**src/rtl/rvfi_retire_buffer_if.sv**
```systemverilog
// Retirement record ingress (RVFI probe) and drained-record egress handshake.
// The slave modport is the retire buffer; master is the producer/consumer side.
interface rvfi_retire_buffer_if;
  logic        rvfi_valid_i;
  logic [63:0] rvfi_order_i;
  logic [31:0] rvfi_insn_i;
  logic        rvfi_trap_i;
  logic        rvfi_halt_i;
  logic [31:0] rvfi_pc_rdata_i;
  logic [4:0]  rvfi_rd_addr_i;
  logic [31:0] rvfi_rd_wdata_i;

  logic        out_valid_o;
  logic        out_ready_i;
  logic [63:0] out_order_o;
  logic [31:0] out_insn_o;
  logic        out_trap_o;
  logic [31:0] out_pc_o;
  logic [4:0]  out_rd_addr_o;
  logic [31:0] out_rd_wdata_o;

  modport slave (
    input  rvfi_valid_i, rvfi_order_i, rvfi_insn_i, rvfi_trap_i, rvfi_halt_i,
           rvfi_pc_rdata_i, rvfi_rd_addr_i, rvfi_rd_wdata_i, out_ready_i,
    output out_valid_o, out_order_o, out_insn_o, out_trap_o, out_pc_o,
           out_rd_addr_o, out_rd_wdata_o
  );

  modport master (
    output rvfi_valid_i, rvfi_order_i, rvfi_insn_i, rvfi_trap_i, rvfi_halt_i,
           rvfi_pc_rdata_i, rvfi_rd_addr_i, rvfi_rd_wdata_i, out_ready_i,
    input  out_valid_o, out_order_o, out_insn_o, out_trap_o, out_pc_o,
           out_rd_addr_o, out_rd_wdata_o
  );
endinterface

```
**src/rtl/rvfi_retire_buffer.sv**
```systemverilog
// FIFO capturing RVFI retirement records and draining them over valid/ready.
// Optional order-sequence checker enabled by defining RVFI_RETIRE_ORDER_CHECK_EN.
module rvfi_retire_buffer #(
  parameter int unsigned DEPTH      = 8,
  parameter int unsigned DROP_CNT_W = 16
) (
  input  logic                       clk_i,
  input  logic                       rst_ni,
  input  logic                       clear_i,
  rvfi_retire_buffer_if.slave        rvfi,
  output logic [$clog2(DEPTH+1)-1:0] count_o,
  output logic                       overflow_o,
  output logic [DROP_CNT_W-1:0]      drop_cnt_o,
  output logic                       halted_o,
  output logic                       order_err_o
);
  localparam int unsigned PW = $clog2(DEPTH);
  localparam int unsigned CW = $clog2(DEPTH+1);
  localparam logic [CW-1:0] FULL_CNT = CW'(DEPTH);

  typedef struct packed {
    logic [63:0] order;
    logic [31:0] insn;
    logic        trap;
    logic [31:0] pc;
    logic [4:0]  rd_addr;
    logic [31:0] rd_wdata;
  } rec_t;

  rec_t                  mem_q [DEPTH];
  rec_t                  in_rec, head;
  logic [PW-1:0]         wr_ptr_q, wr_ptr_d, rd_ptr_q, rd_ptr_d;
  logic [CW-1:0]         count_q, count_d;
  logic                  halted_q, halted_d, overflow_q, overflow_d;
  logic [DROP_CNT_W-1:0] drop_cnt_q, drop_cnt_d;
  logic                  out_valid, full, pop, push, drop, accept;

  assign in_rec = '{order:    rvfi.rvfi_order_i,
                    insn:     rvfi.rvfi_insn_i,
                    trap:     rvfi.rvfi_trap_i,
                    pc:       rvfi.rvfi_pc_rdata_i,
                    rd_addr:  rvfi.rvfi_rd_addr_i,
                    rd_wdata: rvfi.rvfi_rd_wdata_i};

  assign out_valid = (count_q != '0);
  assign full      = (count_q == FULL_CNT);
  assign pop       = out_valid && rvfi.out_ready_i;
  assign accept    = rvfi.rvfi_valid_i && !halted_q;
  assign push      = accept && (!full || pop);
  assign drop      = accept && full && !pop;

  always_comb begin
    wr_ptr_d   = wr_ptr_q;
    rd_ptr_d   = rd_ptr_q;
    count_d    = count_q;
    halted_d   = halted_q;
    overflow_d = overflow_q;
    drop_cnt_d = drop_cnt_q;
    if (clear_i) begin
      wr_ptr_d   = '0;
      rd_ptr_d   = '0;
      count_d    = '0;
      halted_d   = 1'b0;
      overflow_d = 1'b0;
      drop_cnt_d = '0;
    end else begin
      if (push) begin
        wr_ptr_d = wr_ptr_q + PW'(1);
        if (rvfi.rvfi_halt_i) halted_d = 1'b1;
      end
      if (pop) rd_ptr_d = rd_ptr_q + PW'(1);
      if (push && !pop)      count_d = count_q + CW'(1);
      else if (pop && !push) count_d = count_q - CW'(1);
      if (drop) begin
        overflow_d = 1'b1;
        if (drop_cnt_q != '1) drop_cnt_d = drop_cnt_q + DROP_CNT_W'(1);
      end
    end
  end

  always_ff @(posedge clk_i or negedge rst_ni) begin
    if (!rst_ni) begin
      wr_ptr_q   <= '0;
      rd_ptr_q   <= '0;
      count_q    <= '0;
      halted_q   <= 1'b0;
      overflow_q <= 1'b0;
      drop_cnt_q <= '0;
    end else begin
      wr_ptr_q   <= wr_ptr_d;
      rd_ptr_q   <= rd_ptr_d;
      count_q    <= count_d;
      halted_q   <= halted_d;
      overflow_q <= overflow_d;
      drop_cnt_q <= drop_cnt_d;
    end
  end

  // Storage is not reset; outputs are gated by out_valid so stale entries never leak.
  always_ff @(posedge clk_i) begin
    if (push && !clear_i) mem_q[wr_ptr_q] <= in_rec;
  end

  assign head                = mem_q[rd_ptr_q];
  assign rvfi.out_valid_o    = out_valid;
  assign rvfi.out_order_o    = out_valid ? head.order   : '0;
  assign rvfi.out_insn_o     = out_valid ? head.insn    : '0;
  assign rvfi.out_trap_o     = out_valid ? head.trap    : 1'b0;
  assign rvfi.out_pc_o       = out_valid ? head.pc      : '0;
  assign rvfi.out_rd_addr_o  = out_valid ? head.rd_addr : '0;
  assign rvfi.out_rd_wdata_o = (out_valid && head.rd_addr != '0) ? head.rd_wdata : '0;

  assign count_o    = count_q;
  assign overflow_o = overflow_q;
  assign drop_cnt_o = drop_cnt_q;
  assign halted_o   = halted_q;

`ifdef RVFI_RETIRE_ORDER_CHECK_EN
  logic [63:0] exp_q, exp_d;
  logic        seen_q, seen_d, oerr_q, oerr_d;

  // Only accepted pushes advance the expectation, so a drop shows up as a gap.
  always_comb begin
    exp_d  = exp_q;
    seen_d = seen_q;
    oerr_d = oerr_q;
    if (clear_i) begin
      exp_d  = '0;
      seen_d = 1'b0;
      oerr_d = 1'b0;
    end else if (push) begin
      if (seen_q && rvfi.rvfi_order_i != exp_q) oerr_d = 1'b1;
      seen_d = 1'b1;
      exp_d  = rvfi.rvfi_order_i + 64'd1;
    end
  end

  always_ff @(posedge clk_i or negedge rst_ni) begin
    if (!rst_ni) begin
      exp_q  <= '0;
      seen_q <= 1'b0;
      oerr_q <= 1'b0;
    end else begin
      exp_q  <= exp_d;
      seen_q <= seen_d;
      oerr_q <= oerr_d;
    end
  end

  assign order_err_o = oerr_q;
`else
  assign order_err_o = 1'b0;
`endif
endmodule

```
**src/flat_wrapper.sv**
```systemverilog
// flat-port wrapper written by rule: the top's interface ports become plain ports
module rvfi_retire_buffer_flat 
#(
  parameter int unsigned DEPTH      = 8,
  parameter int unsigned DROP_CNT_W = 16
)
  (clk_i, rst_ni, clear_i, count_o, overflow_o, drop_cnt_o, halted_o, order_err_o, rvfi_rvfi_valid_i, rvfi_rvfi_order_i, rvfi_rvfi_insn_i, rvfi_rvfi_trap_i, rvfi_rvfi_halt_i, rvfi_rvfi_pc_rdata_i, rvfi_rvfi_rd_addr_i, rvfi_rvfi_rd_wdata_i, rvfi_out_ready_i, rvfi_out_valid_o, rvfi_out_order_o, rvfi_out_insn_o, rvfi_out_trap_o, rvfi_out_pc_o, rvfi_out_rd_addr_o, rvfi_out_rd_wdata_o);
  rvfi_retire_buffer_if rvfi_i ();
  input  logic clk_i;
  input  logic rst_ni;
  input  logic clear_i;
  output logic [$clog2(DEPTH+1)-1:0] count_o;
  output logic overflow_o;
  output logic [DROP_CNT_W-1:0] drop_cnt_o;
  output logic halted_o;
  output logic order_err_o;
  input wire logic [$bits(rvfi_i.rvfi_valid_i)-1:0] rvfi_rvfi_valid_i;
  input wire logic [$bits(rvfi_i.rvfi_order_i)-1:0] rvfi_rvfi_order_i;
  input wire logic [$bits(rvfi_i.rvfi_insn_i)-1:0] rvfi_rvfi_insn_i;
  input wire logic [$bits(rvfi_i.rvfi_trap_i)-1:0] rvfi_rvfi_trap_i;
  input wire logic [$bits(rvfi_i.rvfi_halt_i)-1:0] rvfi_rvfi_halt_i;
  input wire logic [$bits(rvfi_i.rvfi_pc_rdata_i)-1:0] rvfi_rvfi_pc_rdata_i;
  input wire logic [$bits(rvfi_i.rvfi_rd_addr_i)-1:0] rvfi_rvfi_rd_addr_i;
  input wire logic [$bits(rvfi_i.rvfi_rd_wdata_i)-1:0] rvfi_rvfi_rd_wdata_i;
  input wire logic [$bits(rvfi_i.out_ready_i)-1:0] rvfi_out_ready_i;
  output wire logic [$bits(rvfi_i.out_valid_o)-1:0] rvfi_out_valid_o;
  output wire logic [$bits(rvfi_i.out_order_o)-1:0] rvfi_out_order_o;
  output wire logic [$bits(rvfi_i.out_insn_o)-1:0] rvfi_out_insn_o;
  output wire logic [$bits(rvfi_i.out_trap_o)-1:0] rvfi_out_trap_o;
  output wire logic [$bits(rvfi_i.out_pc_o)-1:0] rvfi_out_pc_o;
  output wire logic [$bits(rvfi_i.out_rd_addr_o)-1:0] rvfi_out_rd_addr_o;
  output wire logic [$bits(rvfi_i.out_rd_wdata_o)-1:0] rvfi_out_rd_wdata_o;
  assign rvfi_i.rvfi_valid_i = rvfi_rvfi_valid_i;
  assign rvfi_i.rvfi_order_i = rvfi_rvfi_order_i;
  assign rvfi_i.rvfi_insn_i = rvfi_rvfi_insn_i;
  assign rvfi_i.rvfi_trap_i = rvfi_rvfi_trap_i;
  assign rvfi_i.rvfi_halt_i = rvfi_rvfi_halt_i;
  assign rvfi_i.rvfi_pc_rdata_i = rvfi_rvfi_pc_rdata_i;
  assign rvfi_i.rvfi_rd_addr_i = rvfi_rvfi_rd_addr_i;
  assign rvfi_i.rvfi_rd_wdata_i = rvfi_rvfi_rd_wdata_i;
  assign rvfi_i.out_ready_i = rvfi_out_ready_i;
  assign rvfi_out_valid_o = rvfi_i.out_valid_o;
  assign rvfi_out_order_o = rvfi_i.out_order_o;
  assign rvfi_out_insn_o = rvfi_i.out_insn_o;
  assign rvfi_out_trap_o = rvfi_i.out_trap_o;
  assign rvfi_out_pc_o = rvfi_i.out_pc_o;
  assign rvfi_out_rd_addr_o = rvfi_i.out_rd_addr_o;
  assign rvfi_out_rd_wdata_o = rvfi_i.out_rd_wdata_o;
  rvfi_retire_buffer #(.DEPTH(DEPTH), .DROP_CNT_W(DROP_CNT_W)) u_core (.clk_i(clk_i), .rst_ni(rst_ni), .clear_i(clear_i), .rvfi(rvfi_i), .count_o(count_o), .overflow_o(overflow_o), .drop_cnt_o(drop_cnt_o), .halted_o(halted_o), .order_err_o(order_err_o));
endmodule
```
**config.mk**
```make
export PLATFORM = sky130hd
export DESIGN_NAME = rvfi_retire_buffer_flat
export DESIGN_NICKNAME = d
export VERILOG_FILES = /design/src/rtl/rvfi_retire_buffer_if.sv /design/src/rtl/rvfi_retire_buffer.sv /design/src/flat_wrapper.sv
export SDC_FILE = /design/constraint.sdc
export NUM_CORES = 1
export LEC_CHECK = 0
export ABC_CLOCK_PERIOD_IN_PS = 18400
export BUFFER_PORTS_ARGS = -buffer_cell sky130_fd_sc_hd__clkbuf_2
export CORE_MARGIN = 8
export CORE_UTILIZATION = 45
export CTS_CLUSTER_DIAMETER = 120
export DETAILED_ROUTE_END_ITERATION = 6
export GPL_TIMING_DRIVEN = 0
export MAX_ROUTING_LAYER = met4
export PLACE_DENSITY_LB_ADDON = 0.15
export REMOVE_ABC_BUFFERS = 1
export SLEW_MARGIN = 20
export SYNTH_ARGS = -nofsm -noshare
export SYNTH_HDL_FRONTEND = slang
export SYNTH_SLANG_ARGS = --single-unit
```
**constraint.sdc**
```tcl
create_clock -name clk_i -period 18.4 [get_ports clk_i]
set_input_delay 0.92 -clock clk_i [delete_from_list [all_inputs] [get_ports clk_i]]
set_output_delay 0.92 -clock clk_i [all_outputs]
set_load 0.1 [all_outputs]
```
# Word level (Yosys, flattened, before mapping)
# Memories as Yosys holds them, arrays and structs flattened.
# Cells that the tools add are included.
# W data, S select, Z words.
# totals
ff_bits	28
ram_bits	1328
in_bits	172
memories	1
# memory_table
name	depth	width	rd	rd_clocked_by_memory_dff	wr	line_no	rtl
u_core.mem_q	8	166	1	0	1	rvfi_retire_buffer.sv:30	rec_t mem_q [DEPTH];
# classes
n_addsub	5
eq_ne	2
n_mux	23
reduce_logical	25
# op_table
cell	count
$mux W32	3
$mux W64	1
$mux W16	3
$add A16 B1 Y16 const B	1
$ne A16 B16 Y1 const B	1
$mux W3	4
$mux W4	3
$reduce_bool A2 Y1	5
$logic_and A1 B1 Y1	9
$mux W1	8
$add A3 B1 Y3 const B	2
$logic_not A1 Y1	5
$mux W5	1
$reduce_bool A5 Y1	1
$add A4 B1 Y4 const B	1
$eq A4 B4 Y1 const B	1
$reduce_and A2 Y1	2
$reduce_bool A4 Y1	1
$sub A4 B1 Y4 const B	1
$reduce_bool A3 Y1	1
$logic_or A1 B1 Y1	1

# Depth between registers and ports, before layout
# Gate-level depths: netlist of run 1.
# logic_depth
depth_word	9
ltp_mapped	9

# Worst setup path before layout of run 1
# No wires, ideal clock.
# synth_timing
path_type	register to register
start	register u_core.count_q[1] (netlist: u_core.count_o[1])
end	memory u_core.mem_q[0][0] (netlist name) (enable)
arrival_time_ns	13.332
slack_ns	4.173
stages_incl_launch_ff	5
period_less_slack_ns	14.227
path_cell_list	dfrtp_1 > nor3_1 > a21oi_1 > or3b_2 > nor3_1
# synth_via
elab_chain_len	7
# synth_rtl
item	line_no	rtl
from (decl)	rvfi_retire_buffer.sv:33	logic [CW-1:0] count_q, count_d;
from (signal assigned)	rvfi_retire_buffer.sv:92	count_q <= count_d;
$eq A4 B4 Y1 / $reduce_bool A4 Y1 (equally long branches)	rvfi_retire_buffer.sv:46, rvfi_retire_buffer.sv:45	
$logic_not A1 Y1 / $logic_and A1 B1 Y1 (equally long branches)	rvfi_retire_buffer.sv:49, rvfi_retire_buffer.sv:47	
$logic_or A1 B1 Y1 (*)	rvfi_retire_buffer.sv:49	assign push = accept && (!full || pop);
$logic_and A1 B1 Y1 (*)	rvfi_retire_buffer.sv:49	
$logic_and A1 B1 Y1 (*)	rvfi_retire_buffer.sv:101	if (push && !clear_i) mem_q[wr_ptr_q] <= in_rec;
$mux W1 (*)	rvfi_retire_buffer.sv:101	
$mux W1 (not written as such) (*)	rvfi_retire_buffer.sv:101	
to (decl)	rvfi_retire_buffer.sv:30	
# Mark *: on every way between the ends. The rest lies on a longest branch, timed or not.

# Worst setup path in the final report of run 1
# layout_timing
start	register u_core.rd_ptr_q[0]
end	output rvfi_out_rd_wdata_o[25]
# layout_via
elab_chain_len	4
# layout_rtl
item	line_no	rtl
from (decl)	rvfi_retire_buffer.sv:32	logic [PW-1:0] wr_ptr_q, wr_ptr_d, rd_ptr_q, rd_ptr_d;
from (signal assigned)	rvfi_retire_buffer.sv:91	rd_ptr_q <= rd_ptr_d;
$mem_v2 Z8 W166 (*)	--	
$reduce_bool A5 Y1	rvfi_retire_buffer.sv:111	assign rvfi.out_rd_wdata_o = (out_valid && head.rd_addr != '0) ? head.rd_wdata : '0;
$logic_and A1 B1 Y1	rvfi_retire_buffer.sv:111	
$mux W32 (*)	rvfi_retire_buffer.sv:111	
to (decl)	flat_wrapper.sv:32	output wire logic [$bits(rvfi_i.out_rd_wdata_o)-1:0] rvfi_out_rd_wdata_o;
# Marks and branches as above.

==> results.sh, run 1 <==
export IMPL_postSynthRegisterBits=1356
export IMPL_gp_congestion=0.732
export IMPL_tns_ps=0
export IMPL_cp_slowest_stage_delay_ps=670
export IMPL_vias_in_the_first_global_route=26600
export IMPL_totalPowerFinal_mw=10.3
export IMPL_clockBufferDepth=3
export IMPL_vdd_drop_max_v=0.000202
export IMPL_detailed_route_via_count=24600
export IMPL_postCtsSetupBuffers=0
export IMPL_maxSlewHeadroom=0.468
export IMPL_post_place_cells=4217
export IMPL_top_layer="met4"
export IMPL_post_layout_nonfiller_instances=4488
export IMPL_worstPathCellList="buf_16, buf_16, buf_16, mux4_2, mux2i_1, nand3_2, o21ai_4, buf_16, nor2_2, clkbuf_2"
export IMPL_std_cell_rows=124
export IMPL_amount_of_wire_on_met3_after_detailed_routing_mm=7.00
export IMPL_finish_instance_area_sq_um=62400
export IMPL_wire_per_inst_um=26.1
export IMPL_wl_mm=117
export IMPL_pre_cts_ws_ps=13440
export IMPL_mappedNetlistArea_sq_um=51900
export IMPL_cellLeakagePower_nw=20.1
export IMPL_setup_worst_path_start_class="register"
export IMPL_grt_total_usage=0.190
export IMPL_post_cts_hold_buffer_count=0
export IMPL_class_of_the_most_critical_setup_path="register to output port"
export IMPL_final_layout_size_suffix_gt1_frac=0.374
export IMPL_drt_antenna_violating_nets=0
export IMPL_final_period_utilization=0.303
export IMPL_pin_count_of_the_biggest_net_entering_global_routing=46
export IMPL_hold_class="primary input to async pin"
export IMPL_wl_met2_mm=57.9
export IMPL_worst_endpoint_arrival_ps=4650
export IMPL_dr_pass1_iters=5
export IMPL_drv_max_cap_violation_count=0
export IMPL_synth_lib_cells_used_distinct=47
export IMPL_critical_path_peak_fanout=30
export IMPL_pwr_density_cell_nw_per_um2=165
export IMPL_critical_path_most_common_cell="buf_16"
export IMPL_worst_clock_skew_ps=24.7
export IMPL_detailedPlacementHpwl_mm=77.0
export IMPL_dp_area_sq_um=58000
export IMPL_final_setup_viol_count=0
export IMPL_cp_required_ps=17480
export IMPL_final_critical_path_setup_slack_ps=12830
export IMPL_run_status="complete, no violations"
export IMPL_seq_area_frac_synth=0.782
export IMPL_yosysWarningCount=0
export IMPL_tritoncts_num_sinks=1356
export IMPL_route_layer_met1_wl_mm=50.1
export IMPL_die_area_sq_um=126000
export IMPL_antenna_found_initial=21
export IMPL_synth_cells=2281
export IMPL_crit_slowest_cell="dfrtp_4"
export IMPL_design_core_area_sq_um=114000
export IMPL_postLayoutCoreUtil=0.545
export IMPL_avgSynthCellArea_sq_um=22.7
export IMPL_hold_viol_final=0
export IMPL_floorplan_initialDensity=0.454
export IMPL_timing_max_transition_violations_final=0
export IMPL_cts_resized=0
export IMPL_areaGrowthSynthToFinish_pct=20.2
export IMPL_design_final_nets=3026
export IMPL_buffers_added_on_ports=360
export IMPL_die_y_um=356
export IMPL_h_tree_depth=4
export IMPL_tritoncts="done"
export IMPL_io_pins=362
export IMPL_die_width_um=356
export IMPL_fin_worst_hold_slack_ps=249
export IMPL_setup_repair_after_global_routing_missed_its_margin="no"
export IMPL_root_buffer="clkbuf_16"
export IMPL_detail_route_drc_violations=0
export IMPL_clk_latency_ps=720
export IMPL_final_critical_delay_including_setup_and_external_delays_ps=5570
export IMPL_worst_slew_pin_slew_ps=796
export IMPL_grt_first_pass_wirelength_mm=174
export IMPL_vias_per_cell=5.48
export IMPL_total_cts_buffers=141
export IMPL_end_kind="output port"
export IMPL_global_route_overflow_total=0
export IMPL_worst_r2r_setup_slack_ps=14220
export IMPL_max_freq_ghz=0.180
export IMPL_drt_iter0_drc=1790
export IMPL_path_clk_slew_ps=60
==> kinds of logic (layout without fill, tap and decap cells) <==
| family | after synthesis | count (layout) | synth area share |
|---|---|---|---|
| buf+inv | 122 | 794 | 0.0110 |
| compound gates | 18 | 18 | 0.00260 |
| simple gates | 257 | 257 | 0.0223 |
| mux | 503 | 503 | 0.177 |
| flops | 1356 | 1356 | 0.782 |
| fa+ha+maj | 6 | 6 | 0.00159 |
| other cells | 1 | 24 | 0.0000723 |
| xor+xnor | 18 | 18 | 0.00304 |
==> final timing paths <==
check                                                         to  cells past startpoint                           start
worst max-delay path                     rvfi_out_rd_wdata_o[25]                     10  u_core.rd_ptr_q[0]$_DFFE_PN0P_
worst min-delay path            u_core.drop_cnt_o[3]$_DFFE_PN0P_                      1                          rst_ni
worst max register to register    u_core.mem_q[1][161]$_DFFE_PP_                     13   u_core.count_o[3]$_DFFE_PN0P_
worst min register to register     u_core.overflow_o$_DFFE_PN0P_                      2   u_core.overflow_o$_DFFE_PN0P_
max in group asynchronous         u_core.rd_ptr_q[0]$_DFFE_PN0P_                      1                          rst_ni
min in group clk_i                   u_core.halted_o$_DFFE_PN0P_                      3                rvfi_rvfi_halt_i
==> sequential cells by signal, indices dropped and copies added, names as in the netlist <==
name / cells
u_core.halted_o: 1
u_core.count_o: 4
u_core.wr_ptr_q: 3
u_core.overflow_o: 1
u_core.mem_q: 1328
u_core.drop_cnt_o: 16
u_core.rd_ptr_q: 3
==> Yosys cell counts (all sizes together) <==
master	instances	area share
o21ai	4	0.00068
nor4b	1	0.00017
or3	1	0.00012
nor4	5	0.00060
mux4	332	0.14
o21ba	1	0.00019
nand3b	1	0.00014
nor2b	4	0.00048
or2	2	0.00024
o211ai	2	0.00029
fa	1	0.00039
inv	5	0.00036
a21oi	7	0.00068
and4	2	0.00034
o41ai	1	0.00031
and2	1	0.00012
xor2	10	0.0017
ha	5	0.0012
a21o	1	0.00014
xnor2	8	0.0014
o21a	1	0.00014
nand2	11	0.00080
clkbuf	43	0.0031
or3b	1	0.00017
nand4b	1	0.00017
nor2	201	0.016
or4	1	0.00014
o31a	1	0.00017
conb	1	0.000072
nand4	5	0.00060
mux2	1	0.00022
dfrtp	28	0.014
edfxtp	1328	0.77
buf	74	0.0075
and3	4	0.00048
mux2i	170	0.033
nand2b	3	0.00036
nand3	8	0.00087
nor3	5	0.00048
==> cell usage in the layout, fill, tap and decap left out, drive strengths merged, types with 2 or more instances in the layout <==
| cell | netlist | layout |
|---|---|---|
| a21oi | 7 | 7 |
| and3 | 4 | 4 |
| and4 | 2 | 2 |
| buf | 74 | 181 |
| bufinv | 0 | 7 |
| clkbuf | 43 | 549 |
| clkinv | 0 | 47 |
| clkinvlp | 0 | 2 |
| dfrtp | 28 | 28 |
| diode | 0 | 23 |
| edfxtp | 1328 | 1328 |
| ha | 5 | 5 |
| inv | 5 | 8 |
| mux2i | 170 | 170 |
| mux4 | 332 | 332 |
| nand2 | 11 | 11 |
| nand2b | 3 | 3 |
| nand3 | 8 | 8 |
| nand4 | 5 | 5 |
| nor2 | 201 | 201 |
| nor2b | 4 | 4 |
| nor3 | 5 | 5 |
| nor4 | 5 | 5 |
| o211ai | 2 | 2 |
| o21ai | 4 | 4 |
| or2 | 2 | 2 |
| xnor2 | 8 | 8 |
| xor2 | 10 | 10 |
==> where the power goes <==
part,switching (mW),internal (mW),total [mW]
clock network,1.12,1.56,2.68
logic,3.10,0.992,4.09
registers,0.0429,3.47,3.51
total,4.26,6.02,10.3
==> area by class of cell <==
| cell class | count | area [sq um] |
|---|---|---|
| Fill cell | 8644 | 52000 |
| Clock buffer | 189 | 3850 |
| Antenna cell | 23 | 57.6 |
| Inverter | 5 | 18.8 |
| Timing Repair Buffer | 541 | 4670 |
| Clock inverter | 59 | 487 |
| Multi-Input combinational cell | 803 | 10800 |
| Sequential cell | 1356 | 40600 |
| Tap cell | 1512 | 1890 |
==> metal layers <==
layer / track usage / vias up
li1: - / 10700
met1: 0.249 / 13100
met2: 0.301 / 630
met3: 0.0458 / 159
met4: 0.0484 / 0
met5: - / -
==> worst max-delay path, delay by kind of cell, from the launching register on <==
family / cells / cell delay (ps)
AO/OA/AOI/OAI: 1 / 530
flip-flops: 1 / 670
AND/OR/NAND/NOR: 2 / 280
buffers and inverters: 5 / 1450
multiplexers: 2 / 910
(Power assumes the default switching activity.)
==> inputs of run 2 (changes only) <==
--- a/config.mk
+++ b/config.mk
@@ -5,7 +5,7 @@
 export SDC_FILE = /design/constraint.sdc
 export NUM_CORES = 1
 export LEC_CHECK = 0
-export ABC_CLOCK_PERIOD_IN_PS = 18400
+export ABC_CLOCK_PERIOD_IN_PS = 4600
 export BUFFER_PORTS_ARGS = -buffer_cell sky130_fd_sc_hd__clkbuf_2
 export CORE_MARGIN = 8
 export CORE_UTILIZATION = 45
==> constraint.sdc (replaced) <==
create_clock -name clk_i -period 4.6 [get_ports clk_i]
set_input_delay 0.23 -clock clk_i [delete_from_list [all_inputs] [get_ports clk_i]]
set_output_delay 0.23 -clock clk_i [all_outputs]
set_load 0.1 [all_outputs]
==> results.sh, run 2 (synthesized netlist as in run 1, its figures left out) <==
export IMPL_die_area_sq_um=126000
export IMPL_switching_power_mw=17.1
export IMPL_antenna_found_initial=16
export IMPL_h_tree_depth=4
export IMPL_root_buffer="clkbuf_16"
export IMPL_worstPathCellList="buf_16, buf_16, buf_16, buf_12, buf_16, clkbuf_16, mux4_2, mux2i_1, nor2_1, clkbuf_2"
export IMPL_worst_path_buf_inv=7
export IMPL_power_share_clock=0.259
export IMPL_max_freq_ghz=0.232
export IMPL_final_period_utilization=0.938
export IMPL_run_status="complete, no violations"
export IMPL_largest_register="u_core.mem_q"
export IMPL_detail_route_drc_violations=0
export IMPL_timing_max_transition_violations_final=0
export IMPL_vias_per_cell=5.43
export IMPL_worst_slew_pin_slew_ps=782
export IMPL_std_cell_rows=124
export IMPL_postLayoutCoreUtil=0.561
export IMPL_wl_mm=118
export IMPL_areaGrowthSynthToFinish_pct=23.6
export IMPL_cp_required_ps=4370
export IMPL_power_report_internal_total_mw=24.3
export IMPL_clockBufferDepth=3
export IMPL_maxSlewHeadroom=0.477
export IMPL_critical_path_top_delay_family="buffers and inverters"
export IMPL_setup_worst_path_start_class="register"
export IMPL_tritoncts_num_sinks=1356
export IMPL_ff_latch_area_sq_um=40600
export IMPL_end_kind="output port"
export IMPL_critical_path_most_common_cell="buf_16"
export IMPL_grt_total_usage=0.191
export IMPL_gp_congestion=0.732
export IMPL_dr_pass1_iters=5
export IMPL_crit_slowest_cell="mux4_2"
export IMPL_detailedPlacementHpwl_mm=77.0
export IMPL_power_combinational_fraction=0.403
export IMPL_buffers_added_on_ports=360
export IMPL_wire_per_inst_um=25.4
export IMPL_pwr_density_cell_nw_per_um2=646
export IMPL_critical_path_peak_fanout=34
export IMPL_pin_count_of_the_biggest_net_entering_global_routing=46
export IMPL_multi_input_comb_area_sq_um=10800
export IMPL_p_seq_frac=0.338
export IMPL_design_final_nets=3202
export IMPL_detailed_route_via_count=25300
export IMPL_switching_fraction=0.414
export IMPL_floorplan_initialDensity=0.454
export IMPL_clk_latency_ps=720
export IMPL_die_y_um=356
export IMPL_drt_antenna_violating_nets=0
export IMPL_largest_register_ffs=1328
export IMPL_worst_clock_skew_ps=23.8
export IMPL_drt_iter0_drc=1766
export IMPL_io_pins=362
export IMPL_layout_common_cells="edfxtp_1, clkbuf_2, mux4_2"
export IMPL_class_of_the_most_critical_setup_path="register to output port"
export IMPL_most_common_cell_after_layout_fill_and_taps_aside="edfxtp_1"
export IMPL_num_fill_cells=8539
export IMPL_cellLeakagePower_nw=20.8
export IMPL_totalPowerFinal_mw=41.4
export IMPL_design_core_area_sq_um=114000
export IMPL_final_critical_delay_including_setup_and_external_delays_ps=4320
export IMPL_hold_class="primary input to async pin"
export IMPL_path_clk_slew_ps=60
export IMPL_total_cts_buffers=141
export IMPL_global_route_overflow_total=0
export IMPL_worst_endpoint_arrival_ps=4090
export IMPL_grt_first_pass_wirelength_mm=177
export IMPL_drv_max_cap_violation_count=0
export IMPL_die_width_um=356
export IMPL_cp_slowest_stage_delay_ps=510
export IMPL_final_layout_size_suffix_gt1_frac=0.355
export IMPL_tritoncts="done"
export IMPL_final_setup_viol_count=0
export IMPL_vias_in_the_first_global_route=27500
export IMPL_vdd_drop_max_v=0.000811
export IMPL_hold_viol_final=0
-- run 2: cell types whose count changed in the layout (fill, tap and decap cells not counted), sizes merged --
| cell | previous run | this run |
|---|---|---|
| diode | 23 | 17 |
| clkbuf | 549 | 544 |
| buf | 181 | 192 |
| dlygate4sd3 | 0 | 170 |
-- run 2: path summary, 6_finish.rpt --
check                                                         to  slack (ps)                            from  cells after the start
worst max-delay path                           rvfi_out_pc_o[28]         280  u_core.rd_ptr_q[0]$_DFFE_PN0P_                     10
worst min-delay path            u_core.drop_cnt_o[3]$_DFFE_PN0P_         100                          rst_ni                      2
worst max register to register    u_core.mem_q[1][161]$_DFFE_PP_         410   u_core.count_o[3]$_DFFE_PN0P_                     13
worst min register to register     u_core.overflow_o$_DFFE_PN0P_         500   u_core.overflow_o$_DFFE_PN0P_                      2
max in group asynchronous         u_core.rd_ptr_q[0]$_DFFE_PN0P_        3950                          rst_ni                      2
min in group clk_i              u_core.drop_cnt_o[4]$_DFFE_PN0P_         140                         clear_i                      2
-- run 2: metrics by stage --
step	instances	area (sq um)	worst slack, ps	setup TNS, ps	hold WS (ps)
after floorplan	2164	51300	-12520	-9966610	-65.6
after detailed placement	4217	58000	330	0	325
after CTS	4640	64100	6.14	0	52.0
after global routing	4657	64100	-7.73	-9.42	125
after global placement	4036	55000	-29230	-	304
final	4658	64100	285	0	101
-- run 2: final cells by class --
cell class,count,share of cell area
Sequential cell,1356,0.633
Inverter,5,0.000293
Antenna cell,17,0.000663
Timing Repair Buffer,717,0.101
Clock buffer,189,0.0600
Tap cell,1512,0.0295
Multi-Input combinational cell,803,0.168
Clock inverter,59,0.00759
-- run 2: power groups by stage --
stage / combinational (mW) / clock (mW) / sequential [mW]
2_1_floorplan: 5.88 / 0 / 14.8
3_3_place_gp: 5.00 / 0 / 14.8
3_5_place_dp: 16.6 / 0 / 14.3
4_1_cts: 16.9 / 11.0 / 14.0
5_1_grt: 17.4 / 11.5 / 14.0
6_report: 16.7 / 10.7 / 14.0
-- run 2: routing by layer --
layer | vias to the layer above | wire length [um] | global-route usage
met4 | 0 | 2220 | 0.0470
met2 | 661 | 58600 | 0.305
li1 | 11000 | - | -
met5 | - | 0 | -
met3 | 173 | 6660 | 0.0399
met1 | 13400 | 50800 | 0.254
-- run 2: worst reg2reg max path: stages, from the launching register on --
cell and delay, ps:
dfrtp_1 450, nor2b_1 180, a21oi_1 560, nand3b_1 420
nor3_2 430, buf_4 260, buf_6 160, buf_4 190
buf_6 170, buf_4 200, buf_4 220, buf_4 220
buf_4 220, buf_4 210
-- run 2: repair_timing --
| item | 4_1_cts | 5_1_grt |
|---|---|---|
| gates resized for setup | 0 | 9 |
| hold buffers | 170 | 0 |
| setup buffers | 5 | 0 |
| endpoints found under the hold margin | 1361 | 0 |
| pin swaps | 1 | 0 |
| endpoints found under the setup margin | 48 | 24 |
| gates cloned | 0 | 1 |
==> inputs of run 3 (changes only) <==
--- a/config.mk
+++ b/config.mk
@@ -6,7 +6,7 @@
 export NUM_CORES = 1
 export LEC_CHECK = 0
 export ABC_CLOCK_PERIOD_IN_PS = 4600
-export BUFFER_PORTS_ARGS = -buffer_cell sky130_fd_sc_hd__clkbuf_2
+export BUFFER_PORTS_ARGS = -buffer_cell sky130_fd_sc_hd__buf_2
 export CORE_MARGIN = 8
 export CORE_UTILIZATION = 45
 export CTS_CLUSTER_DIAMETER = 120
==> results.sh, run 3 (synthesized netlist as in run 1, its figures left out) <==
export IMPL_run_status="complete, no violations"
export IMPL_setup_repair_after_global_routing_missed_its_margin="no"
export IMPL_dr_pass1_iters=5
export IMPL_tritoncts_num_sinks=1356
export IMPL_final_critical_path_setup_slack_ps=299
export IMPL_detailed_route_via_count=25400
export IMPL_vias_per_cell=5.46
export IMPL_p_seq_frac=0.339
export IMPL_worst_slew_pin_slew_ps=745
export IMPL_final_critical_delay_including_setup_and_external_delays_ps=4300
export IMPL_die_width_um=356
export IMPL_clk_latency_ps=730
export IMPL_max_freq_ghz=0.232
export IMPL_pre_cts_ws_ps=169
export IMPL_drv_max_cap_violation_count=0
export IMPL_detailedPlacementHpwl_mm=77.1
export IMPL_hold_viol_final=0
export IMPL_design_core_area_sq_um=114000
export IMPL_maxSlewHeadroom=0.502
export IMPL_grt_total_usage=0.191
export IMPL_antenna_found_initial=17
export IMPL_worst_endpoint_arrival_ps=4070
export IMPL_finish_instance_area_sq_um=64200
export IMPL_global_route_overflow_total=0
export IMPL_switching_power_mw=17.1
export IMPL_detail_route_drc_violations=0
export IMPL_die_area_sq_um=126000
export IMPL_gp_congestion=0.739
export IMPL_power_share_clock=0.258
export IMPL_cellLeakagePower_nw=20.9
export IMPL_worst_r2r_setup_slack_ps=370
export IMPL_timing_max_transition_violations_final=0
export IMPL_pwr_density_cell_nw_per_um2=644
export IMPL_end_kind="output port"
export IMPL_vdd_drop_max_v=0.000912
export IMPL_switching_fraction=0.413
export IMPL_power_combinational_fraction=0.403
export IMPL_final_period_utilization=0.935
export IMPL_post_place_cells=4214
export IMPL_wl_mm=118
export IMPL_largest_register="u_core.mem_q"
export IMPL_cp_required_ps=4370
export IMPL_final_layout_size_suffix_gt1_frac=0.355
export IMPL_post_layout_nonfiller_instances=4658
export IMPL_clockBufferDepth=3
export IMPL_setup_worst_path_start_class="register"
export IMPL_buffers_added_on_ports=360
export IMPL_areaGrowthSynthToFinish_pct=23.6
export IMPL_class_of_the_most_critical_setup_path="register to output port"
export IMPL_io_pins=362
export IMPL_std_cell_rows=124
export IMPL_grt_first_pass_wirelength_mm=177
export IMPL_hold_class="primary input to async pin"
export IMPL_dp_area_sq_um=58000
export IMPL_h_tree_depth=4
export IMPL_pin_count_of_the_biggest_net_entering_global_routing=48
export IMPL_drt_iter0_drc=1929
export IMPL_floorplan_initialDensity=0.454
export IMPL_path_clk_slew_ps=60
export IMPL_power_report_internal_total_mw=24.2
export IMPL_root_buffer="clkbuf_16"
export IMPL_layout_common_cells="edfxtp_1, buf_2, mux4_2"
export IMPL_design_final_nets=3201
export IMPL_most_common_cell_after_layout_fill_and_taps_aside="edfxtp_1"
export IMPL_final_setup_viol_count=0
export IMPL_largest_register_ffs=1328
export IMPL_drt_antenna_violating_nets=0
export IMPL_vias_in_the_first_global_route=27000
export IMPL_total_cts_buffers=143
export IMPL_fin_worst_hold_slack_ps=84.2
export IMPL_worst_clock_skew_ps=32.7
export IMPL_tritoncts="done"
export IMPL_critical_path_peak_fanout=34
export IMPL_wire_per_inst_um=25.4
export IMPL_die_y_um=356
export IMPL_postLayoutCoreUtil=0.561
[run 3: cell types whose count changed in the layout (fill, tap and decap cells not counted), sizes merged]
cell         delta
buf           +349
bufinv          -2
clkbuf        -362
clkinv         +13
dlygate4sd3     +3
inv             -1
[run 3: what timing repair did]
| item | CTS | global route |
|---|---|---|
| hold buffers | 173 | 0 |
| gates cloned | 0 | 0 |
| resized for setup | 0 | 1 |
| hold endpoints to repair | 1381 | 0 |
| setup endpoints to repair | 31 | 37 |
| pin swaps | 1 | 0 |
| buffers inserted | 2 | 1 |
[run 3: layer usage]
layer  track usage  vias up  share of wire
met4        0.0459        0          0.016
li1              -    11000              -
met5             -        -              0
met2         0.299      661           0.49
met3        0.0393      148          0.057
met1         0.260    13600           0.44
[run 3: final timing paths]
path / start / to / cells after the start
max in group asynchronous: rst_ni / u_core.rd_ptr_q[2]$_DFFE_PN0P_ / 2
max reg2reg: u_core.count_o[0]$_DFFE_PN0P_ / u_core.mem_q[0][62]$_DFFE_PP_ / 14
min in group clk_i: rvfi_rvfi_pc_rdata_i[21] / u_core.mem_q[4][58]$_DFFE_PP_ / 2
min: rst_ni / u_core.drop_cnt_o[9]$_DFFE_PN0P_ / 2
max: u_core.rd_ptr_q[0]$_DFFE_PN0P_ / rvfi_out_rd_wdata_o[8] / 10
min reg2reg: u_core.overflow_o$_DFFE_PN0P_ / u_core.overflow_o$_DFFE_PN0P_ / 2
[run 3: power groups by stage]
stage,clock network [mW],logic [mW],registers (mW)
floorplan,0,5.88,14.8
global placement,0,5.01,14.8
detailed placement,0,16.6,14.3
CTS,10.9,16.9,14.0
global route,11.4,17.4,14.0
finish,10.7,16.6,14.0
[run 3: cell type report]
| type | count | area (sq um) |
|---|---|---|
| antenna | 17 | 42.5 |
| clock buffer | 182 | 3850 |
| clock inverter | 69 | 480 |
| fill | 8538 | 50200 |
| inverter | 5 | 18.8 |
| multi-input combinational | 803 | 10800 |
| sequential | 1356 | 40600 |
| tap | 1512 | 1890 |
| timing repair buffer | 714 | 6480 |
[run 3: critical path: stages, from the launching register on]
cell and delay, ps:
dfrtp_4 630, buf_16 300, buf_16 290, mux4_2 540, mux2i_1 400, nand3_2 210, o21ai_4 200, buf_12 150
buf_16 170, nor2_2 80, buf_2 300
[run 3: through the flow]
stage | power, mW | TNS (ps)
finish | 41.3 | 0
global route | 42.8 | 0
CTS | 41.8 | 0
detailed placement | 30.9 | 0
global placement | 19.8 | -
floorplan | 20.6 | -9966610
